`src/rtl/brch_pred_pkg.sv`:
```
// Shared types and constants for the tournament branch-predictor update path.
package brch_pred_pkg;

    // Index width baked into the queue entry; the top-level IDX_W must match it.
    localparam int unsigned BRCH_IDX_W = 5;

    // Weakly-not-taken 2-bit counter value.
    localparam logic [1:0] PRED_WEAK_NT = 2'b01;

    typedef enum logic [1:0] {
        INIT,
        RUN,
        FLUSH
    } upd_ctrl_state_t;

    typedef struct packed {
        logic [BRCH_IDX_W-1:0] idx;
        logic                  pred_global;
        logic                  pred_local;
        logic                  pred_final;
    } brch_q_entry_t;

endpackage

```
`src/rtl/brch_pred_pend_q.sv`:
```
// In-order queue of fetched-but-unresolved predicted branches.
module brch_pred_pend_q
    import brch_pred_pkg::*;
#(
    parameter int unsigned DEPTH = 4
) (
    input  logic                   clk_i,
    input  logic                   rst_i,
    input  logic                   push_i,
    input  logic                   pop_i,
    input  logic                   clr_i,
    input  brch_q_entry_t          push_data_i,
    output brch_q_entry_t          head_o,
    output logic [$clog2(DEPTH):0] occupancy_o,
    output logic                   full_o,
    output logic                   empty_o
);

    localparam int unsigned PTR_W = $clog2(DEPTH);
    localparam int unsigned CNT_W = PTR_W + 1;

    brch_q_entry_t    mem_q [DEPTH];
    brch_q_entry_t    mem_d [DEPTH];
    logic [PTR_W-1:0] head_q, head_d;
    logic [PTR_W-1:0] tail_q, tail_d;
    logic [CNT_W-1:0] count_q, count_d;
    logic             push_ok;
    logic             pop_ok;

    assign full_o      = (count_q == CNT_W'(DEPTH));
    assign empty_o     = (count_q == '0);
    assign occupancy_o = count_q;
    assign head_o      = mem_q[head_q];

    // A push into a full queue only fits when the head leaves in the same cycle.
    assign push_ok = push_i & (~full_o | pop_i);
    assign pop_ok  = pop_i & ~empty_o;

    // Next-state for storage, pointers and count; clear wins over push/pop.
    always_comb begin
        mem_d   = mem_q;
        head_d  = head_q;
        tail_d  = tail_q;
        count_d = count_q;
        if (clr_i) begin
            head_d  = '0;
            tail_d  = '0;
            count_d = '0;
        end else begin
            if (push_ok) begin
                mem_d[tail_q] = push_data_i;
                tail_d        = tail_q + PTR_W'(1);
            end
            if (pop_ok) begin
                head_d = head_q + PTR_W'(1);
            end
            unique case ({push_ok, pop_ok})
                2'b10:   count_d = count_q + CNT_W'(1);
                2'b01:   count_d = count_q - CNT_W'(1);
                default: count_d = count_q;
            endcase
        end
    end

    // Queue state registers.
    always_ff @(posedge clk_i or posedge rst_i) begin
        if (rst_i) begin
            for (int i = 0; i < DEPTH; i++) begin
                mem_q[i] <= '0;
            end
            head_q  <= '0;
            tail_q  <= '0;
            count_q <= '0;
        end else begin
            mem_q   <= mem_d;
            head_q  <= head_d;
            tail_q  <= tail_d;
            count_q <= count_d;
        end
    end

endmodule

```
`src/rtl/brch_pred_upd_ctrl.sv`:
```
// Branch-predictor table update sequencer: init sweep, per-branch training
// writes, and mispredict squash of wrong-path queue entries.
module brch_pred_upd_ctrl
    import brch_pred_pkg::*;
#(
    parameter int unsigned IDX_W      = BRCH_IDX_W,
    parameter int unsigned DEPTH      = 4,
    parameter logic [1:0]  INIT_STATE = PRED_WEAK_NT
) (
    input  logic                   clk,
    input  logic                   rst,
    input  logic                   brch_fetch_vld,
    input  logic [IDX_W-1:0]       brch_fetch_idx,
    input  logic                   pred_global,
    input  logic                   pred_local,
    input  logic                   pred_final,
    input  logic                   resolve_vld,
    input  logic                   resolve_taken,
    input  logic                   hazard_stall,
    output logic                   stall_fetch,
    output logic                   init_busy,
    output logic                   tbl_wr_en,
    output logic [IDX_W-1:0]       tbl_wr_addr,
    output logic                   tbl_wr_init,
    output logic                   upd_taken,
    output logic                   upd_chooser_en,
    output logic                   upd_chooser_global,
    output logic                   mispredict_flush,
    output logic [$clog2(DEPTH):0] occupancy,
    output logic                   underflow_err
);

    localparam int unsigned ICNT_W = IDX_W + 1;

    if (IDX_W != BRCH_IDX_W) begin : g_idx_w_chk
        $error("IDX_W must equal brch_pred_pkg::BRCH_IDX_W");
    end
    if (DEPTH < 2 || (DEPTH & (DEPTH - 1)) != 0) begin : g_depth_chk
        $error("DEPTH must be a power of two and at least 2");
    end
    // The sweep value must be a weak counter state so first training can flip it.
    if (INIT_STATE != 2'b01 && INIT_STATE != 2'b10) begin : g_init_chk
        $error("INIT_STATE must be a weak counter state");
    end

    upd_ctrl_state_t   state_q, state_d;
    logic [ICNT_W-1:0] init_cnt_q, init_cnt_d;

    logic              q_push, q_pop, q_clr, q_full, q_empty, mispredict;
    brch_q_entry_t     q_head, q_push_data;

    logic              tbl_wr_en_q, tbl_wr_en_d;
    logic [IDX_W-1:0]  tbl_wr_addr_q, tbl_wr_addr_d;
    logic              tbl_wr_init_q, tbl_wr_init_d;
    logic              upd_taken_q, upd_taken_d;
    logic              upd_ch_en_q, upd_ch_en_d;
    logic              upd_ch_glb_q, upd_ch_glb_d;
    logic              flush_q, flush_d;
    logic              init_busy_q, init_busy_d;
    logic              underflow_q, underflow_d;

    // Queue handshakes; the queue is only live in RUN and is frozen by hazard_stall.
    assign q_pop       = (state_q == RUN) & resolve_vld & ~hazard_stall & ~q_empty;
    assign q_push      = (state_q == RUN) & brch_fetch_vld & ~hazard_stall & (~q_full | q_pop);
    assign mispredict  = q_pop & (q_head.pred_final != resolve_taken);
    assign q_clr       = mispredict;
    assign q_push_data = '{idx: brch_fetch_idx, pred_global: pred_global,
                           pred_local: pred_local, pred_final: pred_final};

    brch_pred_pend_q #(
        .DEPTH (DEPTH)
    ) u_pend_q (
        .clk_i       (clk),
        .rst_i       (rst),
        .push_i      (q_push),
        .pop_i       (q_pop),
        .clr_i       (q_clr),
        .push_data_i (q_push_data),
        .head_o      (q_head),
        .occupancy_o (occupancy),
        .full_o      (q_full),
        .empty_o     (q_empty)
    );

    // FSM state register.
    always_ff @(posedge clk or posedge rst) begin
        if (rst) begin
            state_q <= INIT;
        end else begin
            state_q <= state_d;
        end
    end

    // Sweep counter advances only in INIT; its extra MSB marks the end of the sweep.
    always_comb begin
        init_cnt_d = init_cnt_q;
        if (state_q == INIT) begin
            init_cnt_d = init_cnt_q + ICNT_W'(1);
        end
    end

    // FSM next-state.
    always_comb begin
        state_d = state_q;
        unique case (state_q)
            INIT:    if (init_cnt_d[IDX_W]) state_d = RUN;
            RUN:     if (mispredict) state_d = FLUSH;
            FLUSH:   state_d = RUN;
            default: state_d = INIT;
        endcase
    end

    // Next values for the registered table-write and status outputs.
    always_comb begin
        tbl_wr_en_d   = 1'b0;
        tbl_wr_addr_d = '0;
        tbl_wr_init_d = 1'b0;
        upd_taken_d   = 1'b0;
        upd_ch_en_d   = 1'b0;
        upd_ch_glb_d  = 1'b0;
        flush_d       = 1'b0;
        init_busy_d   = 1'b0;
        underflow_d   = underflow_q;
        unique case (state_q)
            INIT: begin
                tbl_wr_en_d   = 1'b1;
                tbl_wr_init_d = 1'b1;
                tbl_wr_addr_d = init_cnt_q[IDX_W-1:0];
                init_busy_d   = 1'b1;
            end
            RUN: begin
                if (resolve_vld && !hazard_stall && q_empty) begin
                    underflow_d = 1'b1;
                end
                if (q_pop) begin
                    tbl_wr_en_d   = 1'b1;
                    tbl_wr_addr_d = q_head.idx;
                    upd_taken_d   = resolve_taken;
                    // Chooser trains only when exactly one component was right.
                    upd_ch_en_d   = (q_head.pred_global == resolve_taken) ^
                                    (q_head.pred_local == resolve_taken);
                    upd_ch_glb_d  = (q_head.pred_global == resolve_taken);
                    flush_d       = mispredict;
                end
            end
            default: ;
        endcase
    end

    // Output and counter registers.
    always_ff @(posedge clk or posedge rst) begin
        if (rst) begin
            init_cnt_q    <= '0;
            tbl_wr_en_q   <= 1'b0;
            tbl_wr_addr_q <= '0;
            tbl_wr_init_q <= 1'b0;
            upd_taken_q   <= 1'b0;
            upd_ch_en_q   <= 1'b0;
            upd_ch_glb_q  <= 1'b0;
            flush_q       <= 1'b0;
            init_busy_q   <= 1'b0;
            underflow_q   <= 1'b0;
        end else begin
            init_cnt_q    <= init_cnt_d;
            tbl_wr_en_q   <= tbl_wr_en_d;
            tbl_wr_addr_q <= tbl_wr_addr_d;
            tbl_wr_init_q <= tbl_wr_init_d;
            upd_taken_q   <= upd_taken_d;
            upd_ch_en_q   <= upd_ch_en_d;
            upd_ch_glb_q  <= upd_ch_glb_d;
            flush_q       <= flush_d;
            init_busy_q   <= init_busy_d;
            underflow_q   <= underflow_d;
        end
    end

    assign tbl_wr_en          = tbl_wr_en_q;
    assign tbl_wr_addr        = tbl_wr_addr_q;
    assign tbl_wr_init        = tbl_wr_init_q;
    assign upd_taken          = upd_taken_q;
    assign upd_chooser_en     = upd_ch_en_q;
    assign upd_chooser_global = upd_ch_glb_q;
    assign mispredict_flush   = flush_q;
    assign init_busy          = init_busy_q;
    assign underflow_err      = underflow_q;
    assign stall_fetch        = init_busy_q | (state_q == FLUSH) | q_full;

endmodule
```
`config.mk`:
```
export PLATFORM = sky130hd
export DESIGN_NAME = brch_pred_upd_ctrl
export DESIGN_NICKNAME = d
export VERILOG_FILES = /design/src/rtl/brch_pred_pkg.sv /design/src/rtl/brch_pred_pend_q.sv /design/src/rtl/brch_pred_upd_ctrl.sv
export SDC_FILE = /design/constraint.sdc
export NUM_CORES = 1
export LEC_CHECK = 0
export CAP_MARGIN = 0
export CORE_MARGIN = 8
export CORE_UTILIZATION = 51
export CTS_BUF_LIST = sky130_fd_sc_hd__clkbuf_4
export DETAILED_ROUTE_END_ITERATION = 12
export PLACE_DENSITY = 0.73
export SYNTH_ARGS = -nofsm -noshare
export SYNTH_HDL_FRONTEND = slang
export SYNTH_HIERARCHICAL = 1
export SYNTH_SLANG_ARGS = --single-unit
```
`constraint.sdc`:
```
create_clock -name clk -period 6.47 [get_ports clk]
set_clock_uncertainty 0.05 [all_clocks]
set_input_delay 1.6175 -clock clk [delete_from_list [all_inputs] [get_ports clk]]
set_output_delay 1.6175 -clock clk [all_outputs]
set_load 0.1 [all_outputs]
```
=== Word level (Yosys, flattened, before mapping) ===
Index checks and enable logic that the tools add are counted.

* Bits in registers: 59
* Bits of input ports: 14

* $add $sub $neg: 5
* Magnitude comparators: 3
* Equal/unequal tests: 10
* Mux-type cells: 29
* Bitwise operators: 19
* Reduce and logical (&&, ||, !) cells: 12

{| class="wikitable"
|+ Operators by type and width
! operator !! number
|-
| $bwmux W32 || 1
|-
| $mux W8 || 3
|-
| $bmux W8 S2 || 1
|-
| $demux W8 S2 || 1
|-
| $mux W2 || 6
|-
| $mux W1 || 10
|-
| $pmux W5 S2 || 1
|-
| $and A1 B1 Y1 || 9
|-
| $add A6 B1 Y6 const B || 1
|-
| $ge A3 B3 Y1 const B || 2
|-
| $mux W6 || 1
|-
| $not A2 Y3 || 2
|-
| $pmux W2 S3 || 1
|-
| $pmux W3 S2 || 1
|-
| $reduce_and A2 Y1 || 3
|-
| $mux W5 || 1
|-
| $add A2 B1 Y2 const B || 2
|-
| $eq A2 B1 Y1 const B || 2
|-
| $eq A2 B2 Y1 const B || 2
|-
| $ne A2 B2 Y1 const B || 2
|-
| $not A1 Y1 || 4
|-
| $reduce_bool A2 Y1 || 2
|-
| $add A3 B1 Y3 const B || 1
|-
| $eq A3 B3 Y1 const B || 1
|-
| 13 further kinds || 18
|}

=== Logic depth before layout (Yosys ltp) ===
* Depth in word-level cells: 10
* Depth in mapped cells: 12
* Gate-level depth less buffers: 10

=== Hierarchy ===
Netlist, hierarchy kept.

{| class="wikitable"
|+ Modules (own cells, without submodules)
! module !! instances !! cells an instance !! area an instance (sq um) !! sequential area each (sq um)
|-
| brch_pred_pend_q || 1 || 139 || 1,986.9 || 975.9
|-
| brch_pred_upd_ctrl || 1 || 65 || 813.3 || 500.5
|}

=== Worst setup path before layout ===
No wires, ideal clock.

* Kind: reg-to-output
* From: register u_pend_q.count_q[0], in the netlist u_pend_q/occupancy_o[0]
* To: output stall_fetch
* Arrival time: 2.541 ns
* Required time: 4.802 ns
* Path slack: 2.261 ns
* Cell stages (with the launch flop): 6
* Buffers on the path: 1
* Cells stage by stage: dfrtp_1 buf_2 nor2_1 and2_1 nor2_1 o21ai_0

* Word-level cells in the longest chain between the ends: 2

{| class="wikitable"
|+ RTL lines
! item !! line !! text
|-
| start, declared || brch_pred_pend_q.sv:26 || <nowiki>logic [CNT_W-1:0] count_q, count_d;</nowiki>
|-
| start signal, assigned || brch_pred_pend_q.sv:78 || <nowiki>count_q <= count_d;</nowiki>
|-
| $eq A3 B3 Y1 || brch_pred_pend_q.sv:30 || <nowiki>assign full_o = (count_q == CNT_W'(DEPTH));</nowiki>
|-
| named net q_full || brch_pred_upd_ctrl.sv:49 || <nowiki>logic q_push, q_pop, q_clr, q_full, q_empty, mispredict;</nowiki>
|-
| $or A1 B1 Y1 || brch_pred_upd_ctrl.sv:186 || <nowiki>assign stall_fetch = init_busy_q | (state_q == FLUSH) | q_full;</nowiki>
|-
| end, declared || brch_pred_upd_ctrl.sv:20 || <nowiki>output logic stall_fetch,</nowiki>
|}

The timed path passes the listed nets, and every way through them passes these cells.

=== Final worst setup path ===
Ends and elaborated chain as after synthesis.

==> summary.txt <==
Clock tree
  – Clk Latency, worst-skew pair: 380 ps
  – CTS tree: yes
  – TritonCTS buffer count: 9
  – Htree depth: 3
  – CTS Hold Bufs: 0
  – Resize count post-CTS: 0
  – CTS Sinks: 59
  – CTS max path bufs: 2
  – Root Buffer Master: clkbuf_4
  – Clock transition at path regs: 90 ps
  – Post-CTS setup buffers: 0

Setup path
  – R2R depth: 9
  – Crit Path Max Fanout: 12
  – Crit path kind: reg -> out
  – CP Capture Type: primary output
  – CP Data Required Time: 4800 ps
  – Arrival time at the worst endpoint: 2580 ps
  – Worst Setup SP: u_pend_q/occupancy_o[0]$_DFFE_PP0P_
  – Flop2flop setup slack: 3370 ps
  – Nature of the critical path startpoint: flip-flop
  – Reg2Reg Launch Point: u_pend_q/occupancy_o[1]$_DFFE_PP0P_

STA
  – Slew of the pin with the lowest slew margin: 988 ps
  – Finish-stage setup viols: 0
  – Relative slew slack: 33.9%
  – Final total negative setup slack: 0 ps
  – Fin crit period: 4250 ps
  – Final period util: 65.7%
  – Peak Freq: 235 MHz
  – Final Hold Fails: 0
  – RSZ-0062 raised after global routing: no
  – Final Max Tran Viols: 0

Outcome
  – Status: completed

Min path
  – Hold Crit Depth: 1
  – Worst Hold Class: reg -> reg
  – HP Start: underflow_err$_DFFE_PP0P_

Detailed routing
  – Post-route antenna net violation count: 0
  – TritonRoute pass-1 iters: 4
  – Drt via density: 5.42
  – DRT Wirelength: 5030 um
  – Residual DRC: 0
  – Vias: 1687
  – Starting DRT DRC Count: 107
  – WL per Instance: 16.2 um

Run
  – Max Cap Viol: 0

Floorplanning
  – Die span in y: 90.1 um
  – Die width: 90.1 um
  – Starting Density: 51.8%
  – Std cell rows: 27
  – Core Area: 5410 um2
  – Die ar.: 8120 um2
  – Number of I/O pins: 31

Global route
  – Global-route wire length before repair: 8870 um
  – Largest net degree at the start of global routing: 40
  – Vias in the first global route: 1790
  – Initial antenna violation count: 0
  – Total Routing Usage GR: 13.7%
  – Total grt overflow: 0

Power and ir drop
  – Worst VDD drop: 0.000270 V
  – Leakage power: 1.46 nW
  – Pwr Density: 475 nW/um2

Synth
  – Synthesized area: 2800 um2
  – Flip-flop and latch count after synthesis: 59
  – Ys async rst share: 100%
  – Share of the synthesized area in the top cell type: 52.7%
  – Register area share after synthesis: 52.7%
  – Post-Syn Area per Cell: 13.7 um2
  – Top post-synthesis cells by area: dfrtp_1 53%, mux2_2 12%, mux4_2 6.4%
  – Syn nets: 224
  – Dominant cell type by area after synthesis: dfrtp_1
  – Post-synth EDFFs: 0
  – Synth cell types: 44
  – Synth warnings: 6
  – Mapped Cells: 204
  – Most common flop cell mapped by yosys: dfrtp_1

Cells and area
  – ANT cells: 0
  – Finished Layout Cells: 311
  – Syn-to-layout area delta: 15.5%
  – Final-stage net count: 254
  – Layout cells sized above 1: 27.2%

Placed design
  – GPL Wtd Cong: 0.757
  – Placed cell count: 295
  – I/O Buffers: 30
  – Final HPWL DP: 3470 um
## cells in the mapped netlist, types with 2 or more instances
| library cell | instances |
|---|---|
| a22o_1 | 5 |
| and2_1 | 2 |
| mux2_2 | 29 |
| o2111ai_1 | 2 |
| xor2_1 | 4 |
| o21ai_0 | 4 |
| mux2_1 | 4 |
| nand4b_4 | 4 |
| buf_6 | 2 |
| clkbuf_1 | 2 |
| inv_1 | 8 |
| dfrtp_1 | 59 |
| nand4_1 | 2 |
| xnor2_1 | 7 |
| buf_2 | 7 |
| ha_1 | 5 |
| mux4_2 | 8 |
| nand2_1 | 6 |
| buf_4 | 2 |
| nor2_1 | 11 |
| a21oi_1 | 5 |
| nand3_1 | 4 |
## worst paths after layout
check                                                       to
min reg2reg                          underflow_err$_DFFE_PP0P_
max in group asynchronous             tbl_wr_addr[3]$_DFF_PP0_
max reg2reg                u_pend_q/occupancy_o[2]$_DFFE_PP0P_
min in group asynchronous       u_pend_q/mem_q[22]$_DFFE_PP0P_
min                                  underflow_err$_DFFE_PP0P_
max                                                stall_fetch
## metrics by stage
stage	power [mW]	hold WS (ps)	utilization, %	cell area, um2	setup WS (ps)
6_report	1.54	425	59.8	3230	2220
5_1_grt	1.63	463	59.8	3230	2060
4_1_cts	1.55	426	59.8	3230	2190
3_5_place_dp	1.34	404	57.8	3130	1920
3_3_place_gp	1.32	408	57.8	3130	2010
2_1_floorplan	1.20	409	-	2800	2260
## per-layer routing
metal / wire [um] / up-vias / part of all wire (%) / GRT usage (%)
met4: 76 / 0 / 1.5 / 7.91
met3: 206 / 5 / 4.1 / 3.24
met2: 2380 / 42 / 47 / 20.6
met1: 2370 / 846 / 47 / 17.8
met5: 0 / - / 0 / 0
li1: - / 794 / - / -
## area by class of cell
cell class | instances | area [um2]
multi-input cells | 122 | 1200
flip-flops and latches | 59 | 1480
clock buffers | 10 | 75.1
well taps | 72 | 90.1
clock inverters | 6 | 32.5
fillers | 454 | 2170
inverters | 10 | 38.8
repair buffers | 32 | 315
## where the power goes
part	total [mW]	internal, mW	switching (mW)
combinational	0.725	0.289	0.437
clock	0.206	0.0793	0.126
sequential	0.605	0.499	0.106
## sequential cells by signal, indices dropped and copies added, names as in the netlist
register,flops
upd_taken,1
u_pend_q/head_q,2
mispredict_flush,1
upd_chooser_global,1
u_pend_q/tail_q,2
u_pend_q/occupancy_o,3
tbl_wr_en,1
u_pend_q/mem_q,32
init_cnt_q,6
tbl_wr_addr,5
init_busy,1
underflow_err,1
upd_chooser_en,1
state_q,2
## cells by family (layout without fill, tap and decap cells)
logic type | Yosys count | after routing | synth area share [%]
muxes | 41 | 41 | 19.7
xor gates and xnor gates | 12 | 12 | 4.02
DFF | 59 | 59 | 52.7
buffers and inverters | 23 | 58 | 4.24
AOI/OAI and AO/OA | 23 | 23 | 5.81
adders and majority gates | 6 | 6 | 2.95
and+or+nand+nor | 40 | 40 | 10.5
## cell usage in the layout (no fill, tap or decap), drive strengths merged, types with 5 or more instances in the layout
cell	count
a21oi	5
a22o	5
clkbuf	10
clkdlybuf4s50	30
clkinv	5
dfrtp	59
ha	5
inv	9
mux2	33
mux4	8
nand2	6
nor2	11
xnor2	8
## worst max-delay path, cell delays in order (launching register included)
cell	delay, ps
dfrtp_1	540
nor2_1	220
and2_1	170
nor2_1	40
o21ai_0	70
clkdlybuf4s50_1	1150
Power figures use the tool's default switching activity.
